--- src/rtl/iob_counter_updown_mod.sv ---
// Up/down modulo counter with programmable step, runtime upper bound, parallel load and
// wrap/saturate handling at the bounds; raises a terminal-count pulse and sticky overflow.
module iob_counter_updown_mod #(
   parameter int unsigned       DATA_W   = 32,
   parameter int unsigned       STEP_W   = 8,
   parameter logic [DATA_W-1:0] RST_VAL  = '0,
   parameter bit                SATURATE = 1'b0
) (
   input  logic              clk_i,
   input  logic              arst_i,
   input  logic              rst_i,
   input  logic              en_i,
   input  logic              dir_i,
   input  logic [STEP_W-1:0] step_i,
   input  logic [DATA_W-1:0] max_i,
   input  logic              ld_i,
   input  logic [DATA_W-1:0] ld_val_i,
   input  logic              clr_ovf_i,
   output logic [DATA_W-1:0] data_o,
   output logic              tc_o,
   output logic              ovf_o
);

   logic [DATA_W-1:0] r_data;
   logic              r_tc;
   logic              r_ovf;

   logic [DATA_W-1:0] w_data_d;
   logic              w_tc_d;
   logic              w_ovf_d;
   logic [DATA_W-1:0] w_step;
   logic [DATA_W:0]   w_sum;
   logic              w_up_ev;
   logic              w_dn_ev;

   assign w_step  = DATA_W'(step_i);
   // One extra bit so a sum past the counter width still compares above max_i
   assign w_sum   = {1'b0, r_data} + {1'b0, w_step};
   assign w_up_ev = w_sum > {1'b0, max_i};
   assign w_dn_ev = w_step > r_data;

   always_comb begin
      w_data_d = r_data;
      w_tc_d   = 1'b0;
      w_ovf_d  = r_ovf & ~clr_ovf_i;
      if (rst_i) begin
         w_data_d = RST_VAL;
         w_ovf_d  = 1'b0;
      end else if (ld_i) begin
         w_data_d = ld_val_i;
      end else if (en_i && (w_step != '0)) begin
         if (!dir_i) begin
            if (w_up_ev) begin
               w_tc_d   = 1'b1;
               w_data_d = SATURATE ? max_i : '0;
            end else begin
               w_data_d = w_sum[DATA_W-1:0];
            end
         end else begin
            if (w_dn_ev) begin
               w_tc_d   = 1'b1;
               w_data_d = SATURATE ? '0 : max_i;
            end else begin
               w_data_d = r_data - w_step;
            end
         end
      end
      // A new event outranks a same-cycle clear
      if (w_tc_d) begin
         w_ovf_d = 1'b1;
      end
   end

   always_ff @(posedge clk_i or posedge arst_i) begin
      if (arst_i) begin
         r_data <= RST_VAL;
         r_tc   <= 1'b0;
         r_ovf  <= 1'b0;
      end else begin
         r_data <= w_data_d;
         r_tc   <= w_tc_d;
         r_ovf  <= w_ovf_d;
      end
   end

   assign data_o = r_data;
   assign tc_o   = r_tc;
   assign ovf_o  = r_ovf;

endmodule
--- config.mk ---
export PLATFORM = sky130hd
export DESIGN_NAME = iob_counter_updown_mod
export DESIGN_NICKNAME = d
export VERILOG_FILES = /design/src/rtl/iob_counter_updown_mod.sv
export SDC_FILE = /design/constraint.sdc
export NUM_CORES = 1
export LEC_CHECK = 0
export BUFFER_PORTS_ARGS = -buffer_cell sky130_fd_sc_hd__clkbuf_2
export CAP_MARGIN = 0
export CORE_MARGIN = 3
export CORE_UTILIZATION = 50
export CTS_BUF_LIST = sky130_fd_sc_hd__clkbuf_4 sky130_fd_sc_hd__clkbuf_8 sky130_fd_sc_hd__clkbuf_16
export CTS_CLUSTER_DIAMETER = 40
export DETAILED_ROUTE_END_ITERATION = 6
export GPL_ROUTABILITY_DRIVEN = 0
export PLACE_DENSITY = 0.74
export SYNTH_ARGS = -nofsm -noshare
export SYNTH_HDL_FRONTEND = slang
export SYNTH_SLANG_ARGS = --single-unit
--- constraint.sdc ---
create_clock -name clk_i -period 4.4 [get_ports clk_i]
set_input_delay 0.66 -clock clk_i [delete_from_list [all_inputs] [get_ports clk_i]]
set_output_delay 0.66 -clock clk_i [all_outputs]
set_load 0.02 [all_outputs]
==> key figures, run 1 <==
CTS
  – CTS tree: done
  – Inserted Clock Buffers: 5
  – Clk slew on worst S/H paths: 0.09 ns
  – Root buffer selected by CTS: clkbuf_8
  – Maximum count of clock buffers along a single path: 2
  – Count of clock tree sinks: 34
  – Clock H-tree levels: 2
  – Clock latency on the worst-skew pair: 0.30 ns

Critical path
  – Critical-path cell list: clkbuf_2, inv_1, ha_2, buf_4, nor2b_2, a2111oi_2, buf_4, a211o_4, nor2_4, buf_4, nand2_1, xnor2_1, ha_1, a21oi_1, o221ai_2, a31oi_2, buf_4, o211ai_1, o2111ai_2, nand3_2, or3_4, a221oi_2
  – Library cell contributing the largest single delay on the critical path: a211o_4
  – Critical path required time: 4.61 ns
  – Largest incremental delay on the critical path: 0.36 ns
  – R2R setup slack: 0 ns
  – Buffers & Inverters on Critical Path: 6
  – Endpoint class of the critical path: register
  – Setup Crit Path Kind: in2reg
  – Gate family responsible for the most delay along the worst path: compound AO/OA/AOI/OAI gates
  – Element type at the critical path start: primary input
  – Largest driver fanout on the critical path: 5
  – Arrival time of data at the critical path endpoint: 4.64 ns
  – Most common cell type on the critical path: buf_4

Yosys
  – Area fraction in and, or, nand and nor cells after synthesis: 20.48%
  – Adder and majority gate portion of the synthesized area: 13.34%
  – Post-synthesis mux area share: 1.511%
  – Main combinational cell family by area after synthesis: compound AO/OA/AOI/OAI gates
  – Yosys cell types: 72
  – Number of instances in the synthesized netlist: 644
  – Synthesized area per cell: 7.457 um^2
  – Synth warnings: 0
  – Post-synthesis instance area: 4802 um^2
  – Number of enable flip-flop cells after synthesis: 0
  – Sequential cell area fraction in the yosys report: 17.72%
  – Share of async-settable or async-resettable flops after synthesis: 100.0%
  – Post-synthesis xor/xnor area fraction: 6.384%
  – Synth Register Bits: 34
  – Primary flip-flop cell chosen by synthesis mapping: dfrtp_1
  – Synthesized netlist net count: 773
  – Fraction of the mapped netlist area in compound gates: 30.80%

Status
  – Failing checks: negative setup slack
  – Outcome: finished with violations

Global route
  – GR Util All Layers: 31.93%
  – Number of antenna violations at the first check in global routing: 0
  – Total global routing overflow: 0
  – Wire length of the first global-routing pass: 28420 um
  – Maximum number of pins on one net before global-route repair: 53
  – Via count of the first global-routing pass: 5691

Route
  – Number of detailed-routing iterations run before antenna repair: 6
  – Detail-routed via count per cell: 6.382
  – Total length of routed wires: 18720 um
  – Vias: 5974
  – Number of DRC markers in iteration 0: 744
  – Number of nets still failing antenna checks after routing: 0
  – Routed WL per cell: 20.00 um
  – DRC viols: 0

Layout
  – Layout cells sized above 1: 32.59%
  – Area occupied by multi-input gates: 3771 um^2
  – Number of cells in the finished layout apart from fillers: 936
  – # nets final: 935
  – # diodes: 0
  – Area Growth Syn to Fin: 33.90%
  – Final core utilization: 69.26%
  – FF+latch area: 852.1 um^2
  – Fillers: 784

STA
  – Final hold violation count: 0
  – Max frequency: 0.2258 GHz
  – Share of the clock period used by the worst path after layout: 100.7%
  – Post-layout worst setup margin: -0.02933 ns
  – Relative slew slack: 43.55%
  – Setup violations, final: 4
  – Number of slew-limit violations in the final report: 0
  – Worst Skew: 0.005738 ns
  – Transition time at the pin with the least slew margin: 0.8458 ns
  – RSZ-0062 raised after global routing: yes
  – Final worst path period need: 4.429 ns

Pwr
  – Highest ir drop seen on vdd: 0.1479 mV
  – Total power density per cell area: 233.3 nW/um^2
  – Pleak: 0.003101 uW

Job
  – Max-cap violation count: 0

Floorplanning
  – Full die area: 10820 um^2
  – Core Rows: 35
  – Number of top-level pins: 113
  – Vertical die dimension: 104 um
  – Area of the core: 9284 um^2
  – Initial Utilization: 51.73%
  – Die X: 104 um

Place
  – DP Wirelength: 13790 um
  – Placed insts: 921
  – Count of input and output buffers: 112

Hold path
  – Hold Crit Class: in2async
[layer usage]
layer | GRT usage, % | vias to the layer above | part of all wire [%]
li1 | - | 2686 | -
met2 | 53.39 | 428 | 46
met4 | 14.06 | 0 | 4.7
met5 | 0 | - | 0
met1 | 40.92 | 2761 | 39
met3 | 4.593 | 99 | 10
[cells in the final DEF, fill, tap and decap left out, types with 23 or more instances in the layout]
master,instances
clkbuf_2,111
buf_4,87
inv_1,68
nand2_1,45
ha_1,45
a21oi_1,44
o21ai_0,39
nor2_1,36
dfrtp_1,33
xnor2_1,23
[area by class of cell]
cell class | instances | area share [%]
inverter | 69 | 4.028
clock inverter | 3 | 1.070
sequential | 34 | 13.25
tap | 129 | 2.510
timing repair buffer | 200 | 19.42
multi-input combinational | 496 | 58.65
clock buffer | 5 | 1.070
[cells in the mapped netlist, types with 7 or more instances]
| cell | number | area share [%] |
|---|---|---|
| xor2_1 | 9 | 1.6 |
| clkbuf_1 | 28 | 2.2 |
| xnor2_1 | 26 | 4.7 |
| nor2_1 | 37 | 2.9 |
| a31oi_1 | 7 | 0.91 |
| nor3_1 | 18 | 1.9 |
| a21oi_1 | 45 | 4.7 |
| a211oi_1 | 10 | 1.6 |
| nand3_1 | 20 | 2.1 |
| ha_1 | 48 | 13 |
| o22ai_1 | 9 | 1.2 |
| a21o_1 | 8 | 1.3 |
| dfrtp_1 | 34 | 18 |
| and3_1 | 7 | 0.91 |
| o21ai_0 | 40 | 4.2 |
| a22oi_1 | 21 | 3.3 |
| nand2_1 | 46 | 3.6 |
| o211ai_1 | 9 | 1.4 |
| nor4_1 | 7 | 0.91 |
| nand4_1 | 13 | 1.7 |
| buf_2 | 12 | 1.3 |
| or3_1 | 9 | 1.2 |
| inv_1 | 69 | 5.4 |
[power by group]
group / internal (uW) / leakage [uW] / switching (uW) / total (uW)
Combinational: 317 / 0.00259 / 425 / 742
Clock: 227 / 0.0000683 / 146 / 373
Sequential: 335 / 0.000448 / 49.7 / 385
Total: 880 / 0.00310 / 620 / 1500
[what timing repair did]
action / 4_1_cts / 5_1_grt
resized for setup: 14 / 31
setup buffers: 2 / 5
pin swaps: 8 / 20
setup endpoints to repair: 32 / 33
hold buffers: 0 / 0
[final timing paths]
kind,startpoint,end,depth (start not counted)
max reg2reg,data_o[0],data_o[7],20
max,step_i[7],data_o[7],22
min in group clk_i,ovf_o,ovf_o,1
min reg2reg,ovf_o,ovf_o,1
max in group asynchronous,arst_i,data_o[7],3
min,arst_i,ovf_o,3
[cells by family after synthesis]
group / Yosys count
fa+ha+maj: 50
simple gates: 188
compound gates: 216
flops: 34
xor+xnor: 35
mux: 7
buf+inv: 114
[flip-flops by register name, summed over array words and instances, names as in the netlist]
register  flops
ovf_o         1
tc_o          1
data_o       32
[tightest hold or removal path: stages]
cell and delay, ns:
clkbuf_2 0.08, inv_1 0.04, buf_4 0.42
[per-stage QoR]
stage	setup TNS (ns)	setup WS (ns)	hold WS, ns	power, uW	area (um^2)
2_1_floorplan	0	0.01999	0.5949	796.5	4832
3_3_place_gp	-6.519	-0.3710	0.4647	1032	5992
3_5_place_dp	-12.86	-0.5942	0.4917	1056	5992
4_1_cts	0	0.002429	0.4584	1448	6226
5_1_grt	-3.830	-0.2303	0.5037	1581	6430
6_report	-0.05630	-0.02933	0.4400	1500	6430
Power figures use the tool's default switching activity.
==> run 2, diff against run 1 <==
--- a/config.mk
+++ b/config.mk
@@ -7,6 +7,7 @@
 export LEC_CHECK = 0
 export BUFFER_PORTS_ARGS = -buffer_cell sky130_fd_sc_hd__clkbuf_2
 export CAP_MARGIN = 0
+export CORE_ASPECT_RATIO = 0.8
 export CORE_MARGIN = 3
 export CORE_UTILIZATION = 50
 export CTS_BUF_LIST = sky130_fd_sc_hd__clkbuf_4 sky130_fd_sc_hd__clkbuf_8 sky130_fd_sc_hd__clkbuf_16
==> constraint.sdc (replaced) <==
create_clock -name clk_i -period 3.77 [get_ports clk_i]
set_input_delay 0.5655 -clock clk_i [delete_from_list [all_inputs] [get_ports clk_i]]
set_output_delay 0.5655 -clock clk_i [all_outputs]
set_load 0.02 [all_outputs]
==> run 2 against run 1 <==
- the run still ends with negative setup slack left
- clock power rose by 15%
- final area rose by 9.1%
- critical path depth fell by 1
- die area barely moved
- register-to-register slack got worse by 0.62 ns
- core utilization rose by 7.1 points
- combinational power rose by 34%
- global-route usage rose by 4.6 points
- sequential power rose by 11%
- routed wire length rose by 7.2%
- sequential share of layout area fell by 1.1 points
==> key figures, run 2 (synthesis gave the netlist of run 1 again) <==
Place
  – DP Wirelength: 14360 um (was 13790 um)
  – Count of input and output buffers: 112 (unchanged)
  – Worst setup slack before clock tree synthesis: -1.061 ns (was -0.5942 ns)
  – Area after DPL: 6341 um^2 (was 5992 um^2)
  – Placed insts: 942 (was 921)

Route
  – Total length of routed wires: 20070 um (was 18720 um)
  – Number of DRC markers in iteration 0: 792 (was 744)
  – Vias: 6345 (was 5974)
  – DRC viols: 0 (unchanged)
  – Routed WL per cell: 20.62 um (was 20.00 um)
  – Number of detailed-routing iterations run before antenna repair: 5 (was 6)
  – Number of nets still failing antenna checks after routing: 0 (unchanged)
  – Detail-routed via count per cell: 6.521 (was 6.382)

STA
  – Worst Skew: 0.005993 ns (was 0.005738 ns)
  – Max frequency: 0.2277 GHz
  – Transition time at the pin with the least slew margin: 0.8372 ns (was 0.8458 ns)
  – Setup violations, final: 34 (was 4)
  – TNS Setup: -16.50 ns (was -0.05630 ns)
  – Relative slew slack: 43.93% (was 43.55%)
  – Post-layout worst setup margin: -0.6220 ns (was -0.02933 ns)
  – Final hold violation count: 0 (unchanged)
  – RSZ-0062 raised after global routing: yes (unchanged)
  – Final worst path period need: 4.392 ns
  – Number of slew-limit violations in the final report: 0 (unchanged)
  – Share of the clock period used by the worst path after layout: 116.5%

Global route
  – Number of antenna violations at the first check in global routing: 0 (unchanged)
  – Maximum number of pins on one net before global-route repair: 52 (was 53)
  – GR Util All Layers: 36.55% (was 31.93%)
  – Wire length of the first global-routing pass: 31210 um (was 28420 um)
  – Via count of the first global-routing pass: 6183 (was 5691)
  – Total global routing overflow: 0 (unchanged)

Floorplanning
  – Vertical die dimension: 93.66 um (was 104 um)
  – Initial Utilization: 52.24% (was 51.73%)
  – Die X: 115.6 um (was 104 um)
  – Full die area: 10820 um^2 (about the same)
  – Area of the core: 9193 um^2 (was 9284 um^2)
  – Number of top-level pins: 113 (unchanged)
  – Core Rows: 31 (was 35)

Pwr
  – Total power density per cell area: 264.0 nW/um^2 (was 233.3 nW/um^2)
  – Pleak: 0.003429 uW (was 0.003101 uW)
  – Highest ir drop seen on vdd: 0.1607 mV (was 0.1479 mV)

CTS
  – Clock latency on the worst-skew pair: 0.30 ns (about the same)
  – CTS tree: done (unchanged)
  – Inserted Clock Buffers: 5 (unchanged)
  – Maximum count of clock buffers along a single path: 2 (unchanged)
  – Clock H-tree levels: 2 (unchanged)
  – Count of clock tree sinks: 34 (unchanged)
  – Root buffer selected by CTS: clkbuf_16 (was clkbuf_8)
  – Clk slew on worst S/H paths: 0.06 ns (was 0.09 ns)

Layout
  – Post-route cell area: 7017 um^2 (was 6430 um^2)
  – # nets final: 988 (was 935)
  – Number of cells in the finished layout apart from fillers: 973 (was 936)
  – Area Growth Syn to Fin: 46.12% (was 33.90%)
  – Layout cells sized above 1: 40.44% (was 32.59%)
  – Flip-flop count of the largest register, all copies and words added: 32 (unchanged)
  – Most common library cell in the layout ignoring fill and taps: buf_4 (was clkbuf_2)
  – Commonest non-fill, non-tap cells in the layout: buf_4, clkbuf_2, inv_1 (was clkbuf_2, buf_4, inv_1)
  – # diodes: 0 (unchanged)
  – Fillers: 666 (was 784)

Critical path
  – Gate family responsible for the most delay along the worst path: compound AO/OA/AOI/OAI gates (unchanged)
  – Buffers & Inverters on Critical Path: 4 (was 6)
  – R2R depth: 21 (was 20)
  – Critical path required time: 3.98 ns (was 4.61 ns)
  – Library cell contributing the largest single delay on the critical path: dfrtp_1 (was a211o_4)
  – Element type at the critical path start: register (was primary input)
  – Endpoint class of the critical path: register (unchanged)
  – Setup Crit Path Kind: reg2reg (was in2reg)
  – Largest driver fanout on the critical path: 6 (was 5)
  – Largest incremental delay on the critical path: 0.40 ns (was 0.36 ns)
  – Arrival time of data at the critical path endpoint: 4.60 ns (was 4.64 ns)
  – Critical-path cell list: ha_4, inv_2, fa_2, o21bai_4, o2111ai_4, buf_6, a211oi_2, buf_4, nand2_4, nor2_4, xnor2_2, ha_1, a21oi_2, o21ai_2, a211oi_2, o211ai_1, o2111ai_2, nand3_2, buf_4, a311o_1, a221oi_2 (was clkbuf_2, inv_1, ha_2, buf_4, nor2b_2, a2111oi_2, buf_4, a211o_4, nor2_4, buf_4, nand2_1, xnor2_1, ha_1, a21oi_1, o221ai_2, a31oi_2, buf_4, o211ai_1, o2111ai_2, nand3_2, or3_4, a221oi_2)
  – WP depth: 21 (was 22)

Hold path
  – Hold Crit Class: in2async (unchanged)

Status
  – Failing checks: negative setup slack (unchanged)
  – Outcome: finished with violations (unchanged)

Job
  – Max-cap violation count: 0 (unchanged)
[run 2: metal layers]
metal / track usage, % / part of all wire [%]
met5: 0 / 0
met3: 8.886 / 12
met4: 15.05 / 4.4
met1: 49.49 / 40
met2: 55.54 / 44
[run 2: power breakdown]
part | leakage [uW] | total (uW) | internal (uW) | switching [uW]
sequential | 0.000448 | 427 | 392 | 35.2
clock | 0.0000688 | 430 | 256 | 174
combinational | 0.00291 | 995 | 434 | 561
[run 2: final timing paths]
kind / from / end / slack [ns]
min in group clk_i: ovf_o / ovf_o / 0.49
setup / recovery: data_o[0] / data_o[1] / -0.62
hold / removal: arst_i / data_o[0] / 0.37
hold reg to reg: ovf_o / ovf_o / 0.49
setup reg to reg: data_o[0] / data_o[1] / -0.62
max in group asynchronous: arst_i / data_o[7] / 3.02
[run 2: metrics by stage]
stage	util (%)	power, uW	hold WS [ns]
final	76.33	1852	0.3681
after detailed placement	68.98	1305	0.4734
after global routing	76.33	1935	0.4248
after global placement	68.98	1275	0.4637
after floorplan	-	956.0	0.5949
after CTS	74.94	1794	0.3870
[run 2: timing repair]
item                       4_1_cts  5_1_grt
gates resized for setup         51       16
setup endpoints to repair       34       34
pin swaps                       31       29
gates cloned                     1        0
setup buffers                   18        6
hold buffers                     0        0
[run 2: area by class of cell]
class                           count  area, um^2  share of cell area (%)
Clock buffer                        6       138.9                   1.979
Inverter                           69       259.0                   3.691
Multi-Input combinational cell    496        3945                   56.22
Sequential cell                    34       852.1                   12.14
Tap cell                          115       143.9                   2.051
Timing Repair Buffer              253        1678                   23.91
[run 2: worst register-to-register path: cells and delay by family, from the launching register on]
| kind | cells | cell delay (ns) |
|---|---|---|
| compound gates | 10 | 2.03 |
| fa+ha+maj | 3 | 0.88 |
| buf+inv | 4 | 0.55 |
| flops | 1 | 0.40 |
| simple gates | 3 | 0.35 |
| xor+xnor | 1 | 0.08 |
==> run 3, diff against run 2 <==
--- a/config.mk
+++ b/config.mk
@@ -5,7 +5,6 @@
 export SDC_FILE = /design/constraint.sdc
 export NUM_CORES = 1
 export LEC_CHECK = 0
-export BUFFER_PORTS_ARGS = -buffer_cell sky130_fd_sc_hd__clkbuf_2
 export CAP_MARGIN = 0
 export CORE_ASPECT_RATIO = 0.8
 export CORE_MARGIN = 3
@@ -13,8 +12,9 @@
 export CTS_BUF_LIST = sky130_fd_sc_hd__clkbuf_4 sky130_fd_sc_hd__clkbuf_8 sky130_fd_sc_hd__clkbuf_16
 export CTS_CLUSTER_DIAMETER = 40
 export DETAILED_ROUTE_END_ITERATION = 6
+export DONT_BUFFER_PORTS = 1
 export GPL_ROUTABILITY_DRIVEN = 0
-export PLACE_DENSITY = 0.74
+export PLACE_DENSITY = 0.64
 export SYNTH_ARGS = -nofsm -noshare
 export SYNTH_HDL_FRONTEND = slang
 export SYNTH_SLANG_ARGS = --single-unit
==> run 3 against run 2 <==
- the run still ends with negative setup slack left
- largest cell class unchanged
- combinational power decreased by 7.0%
- clock skew about the same
- critical endpoint is now data_o[7]
- largest power group unchanged
- total power decreased by 3.9%
==> key figures, run 3 (synthesis gave the netlist of run 1 again) <==
Critical path
  – Setup Crit Path Kind: reg2reg (unchanged)
  – Critical path startpoint: data_o[0] (unchanged)
  – Element type at the critical path start: register (unchanged)
  – R2R setup slack: -0.50 ns (was -0.62 ns)
  – Endpoint class of the critical path: register (unchanged)
  – Arrival time of data at the critical path endpoint: 4.46 ns (was 4.60 ns)
  – Launching point of the worst reg2reg path: data_o[0] (unchanged)
  – Worst r2r dst: data_o[7] (was data_o[1])
  – R2R depth: 18 (was 21)
  – Largest driver fanout on the critical path: 6 (unchanged)
  – Critical path required time: 3.96 ns (was 3.98 ns)

Layout
  – Layout cells sized above 1: 34.97% (was 40.44%)
  – Area Growth Syn to Fin: 38.77% (was 46.12%)
  – FF+latch area: 853.3 um^2 (was 852.1 um^2)
  – Fillers: 680 (was 666)
  – Flip-flop count of the largest register, all copies and words added: 32 (unchanged)
  – Area occupied by multi-input gates: 4114 um^2 (was 3945 um^2)
  – Post-route cell area: 6664 um^2 (was 7017 um^2)
  – Most common library cell in the layout ignoring fill and taps: buf_4 (unchanged)
  – # nets final: 881 (was 988)
  – # diodes: 0 (unchanged)
  – Commonest non-fill, non-tap cells in the layout: buf_4, inv_1, ha_1 (was buf_4, clkbuf_2, inv_1)

CTS
  – CTS tree: done (unchanged)
  – Inserted Clock Buffers: 5 (unchanged)
  – Clk slew on worst S/H paths: 0.06 ns (about the same)
  – Maximum count of clock buffers along a single path: 2 (unchanged)
  – Clock H-tree levels: 2 (unchanged)
  – Root buffer selected by CTS: clkbuf_16 (unchanged)
  – Hold-fix buffer count after cts: 0 (unchanged)
  – Count of clock tree sinks: 34 (unchanged)
  – Clock latency on the worst-skew pair: 0.29 ns (was 0.30 ns)

Global route
  – Maximum number of pins on one net before global-route repair: 54 (was 52)
  – Number of antenna violations at the first check in global routing: 0 (unchanged)
  – Total global routing overflow: 0 (unchanged)
  – GR Util All Layers: 34.41% (was 36.55%)
  – Via count of the first global-routing pass: 5627 (was 6183)
  – Wire length of the first global-routing pass: 29280 um (was 31210 um)

Status
  – Failing checks: negative setup slack (unchanged)
  – Outcome: finished with violations (unchanged)

STA
  – Setup violations, final: 34 (unchanged)
  – Final hold violation count: 0 (unchanged)
  – Max frequency: 0.2342 GHz (was 0.2277 GHz)
  – Transition time at the pin with the least slew margin: 0.9149 ns (was 0.8372 ns)
  – Number of slew-limit violations in the final report: 0 (unchanged)
  – Minimum hold slack: 0.2856 ns (was 0.3681 ns)
  – Post-layout worst setup margin: -0.5003 ns (was -0.6220 ns)
  – Final worst path period need: 4.270 ns (was 4.392 ns)
  – RSZ-0062 raised after global routing: yes (unchanged)
  – TNS Setup: -12.55 ns (was -16.50 ns)
  – Share of the clock period used by the worst path after layout: 113.3% (was 116.5%)
  – Worst Skew: 0.006282 ns (was 0.005993 ns)
  – Relative slew slack: 38.72% (was 43.93%)

Floorplanning
  – Number of top-level pins: 113 (unchanged)
  – Full die area: 10820 um^2 (unchanged)
  – Core Rows: 31 (unchanged)
  – Vertical die dimension: 93.66 um (unchanged)
  – Die X: 115.6 um (unchanged)
  – Area of the core: 9193 um^2 (unchanged)
  – Initial Utilization: 52.24% (unchanged)

Pwr
  – Pleak: 0.003007 uW (was 0.003429 uW)
  – Total power density per cell area: 267.1 nW/um^2 (was 264.0 nW/um^2)
  – Highest ir drop seen on vdd: 0.2329 mV (was 0.1607 mV)

Place
  – Worst setup slack before clock tree synthesis: -0.9458 ns (was -1.061 ns)
  – DP Wirelength: 13630 um (was 14360 um)
  – Count of input and output buffers: 0 (was 112)
  – Area after DPL: 5758 um^2 (was 6341 um^2)

Route
  – Number of nets still failing antenna checks after routing: 0 (unchanged)
  – DRC viols: 0 (unchanged)
  – Total length of routed wires: 18990 um (was 20070 um)
  – Number of detailed-routing iterations run before antenna repair: 5 (unchanged)
  – Number of DRC markers in iteration 0: 535 (was 792)
  – Routed WL per cell: 21.91 um (was 20.62 um)
  – Detail-routed via count per cell: 6.660 (was 6.521)
  – Vias: 5774 (was 6345)

Hold path
  – Hold Crit Class: in2async (unchanged)

Job
  – Max-cap violation count: 0 (unchanged)
## run 3: cell types whose count changed in the layout (fill, tap and decap cells not counted), moves of 3 or more
cell	change
buf_6	+3
clkbuf_2	-112
o21ai_1	-6
o21ai_2	+6
## run 3: worst max path at each step
stage	to	slack (ns)	cells after the start
floorplan	data_o[1]	-0.32	18
global placement	data_o[1]	-0.71	18
detailed placement	data_o[1]	-0.95	18
CTS	data_o[7]	-0.42	18
global route	data_o[14]	-0.66	20
finish	data_o[7]	-0.50	18
## run 3: cell type report
class | instances | share of cell area, %
Clock buffer | 7 | 2.103
Inverter | 69 | 3.887
Multi-Input combinational cell | 496 | 61.73
Sequential cell | 34 | 12.81
Tap cell | 115 | 2.159
Timing Repair Buffer | 146 | 17.31
## run 3: where the power goes
| part | leakage (uW) | total, uW | switching (uW) | internal [uW] |
|---|---|---|---|---|
| registers | 0.000446 | 427 | 34.8 | 392 |
| clock network | 0.0000708 | 428 | 171 | 257 |
| logic | 0.00249 | 925 | 518 | 407 |
| total | 0.00301 | 1780 | 724 | 1060 |
## run 3: timing repair
item                                   4_1_cts  5_1_grt
pin swaps                                   41       29
setup buffers                               22       11
endpoints found under the hold margin        0        0
setup endpoints to repair                   34       34
resized for setup                           59       41
cloned                                       1        0
## run 3: metal layers
layer  wire (um)  vias to the layer above  GRT usage [%]  part of all wire [%]
li1            -                     2594              -                     -
met1        7782                     2729          46.35                    41
met2        8533                      376          54.14                    45
met3        2052                       75          8.371                    11
met4         625                        0          10.95                   3.3
met5           0                        -              0                     0
## run 3: metrics by stage
| step | util, % | total power (uW) | cells |
|---|---|---|---|
| after floorplan | - | 956.0 | 644 |
| after global placement | 62.64 | 1190 | 827 |
| after detailed placement | 62.64 | 1207 | 827 |
| after CTS | 69.67 | 1711 | 857 |
| after global routing | 72.49 | 1873 | 867 |
| final | 72.49 | 1780 | 867 |
## run 3: worst max-delay path, stage by stage (launching register included)
cell and delay (ns):
dfrtp_1 0.38, ha_4 0.15, inv_2 0.03, fa_2 0.37, o21bai_4 0.20, o2111ai_4 0.15
a211oi_2 0.26, buf_4 0.19, nand4_1 0.15, xnor2_2 0.19, ha_1 0.33, a21oi_2 0.17
o21ai_2 0.12, a211oi_2 0.25, o211ai_1 0.19, o2111ai_4 0.31, nand3_4 0.16, or3_4 0.36
a221oi_2 0.21
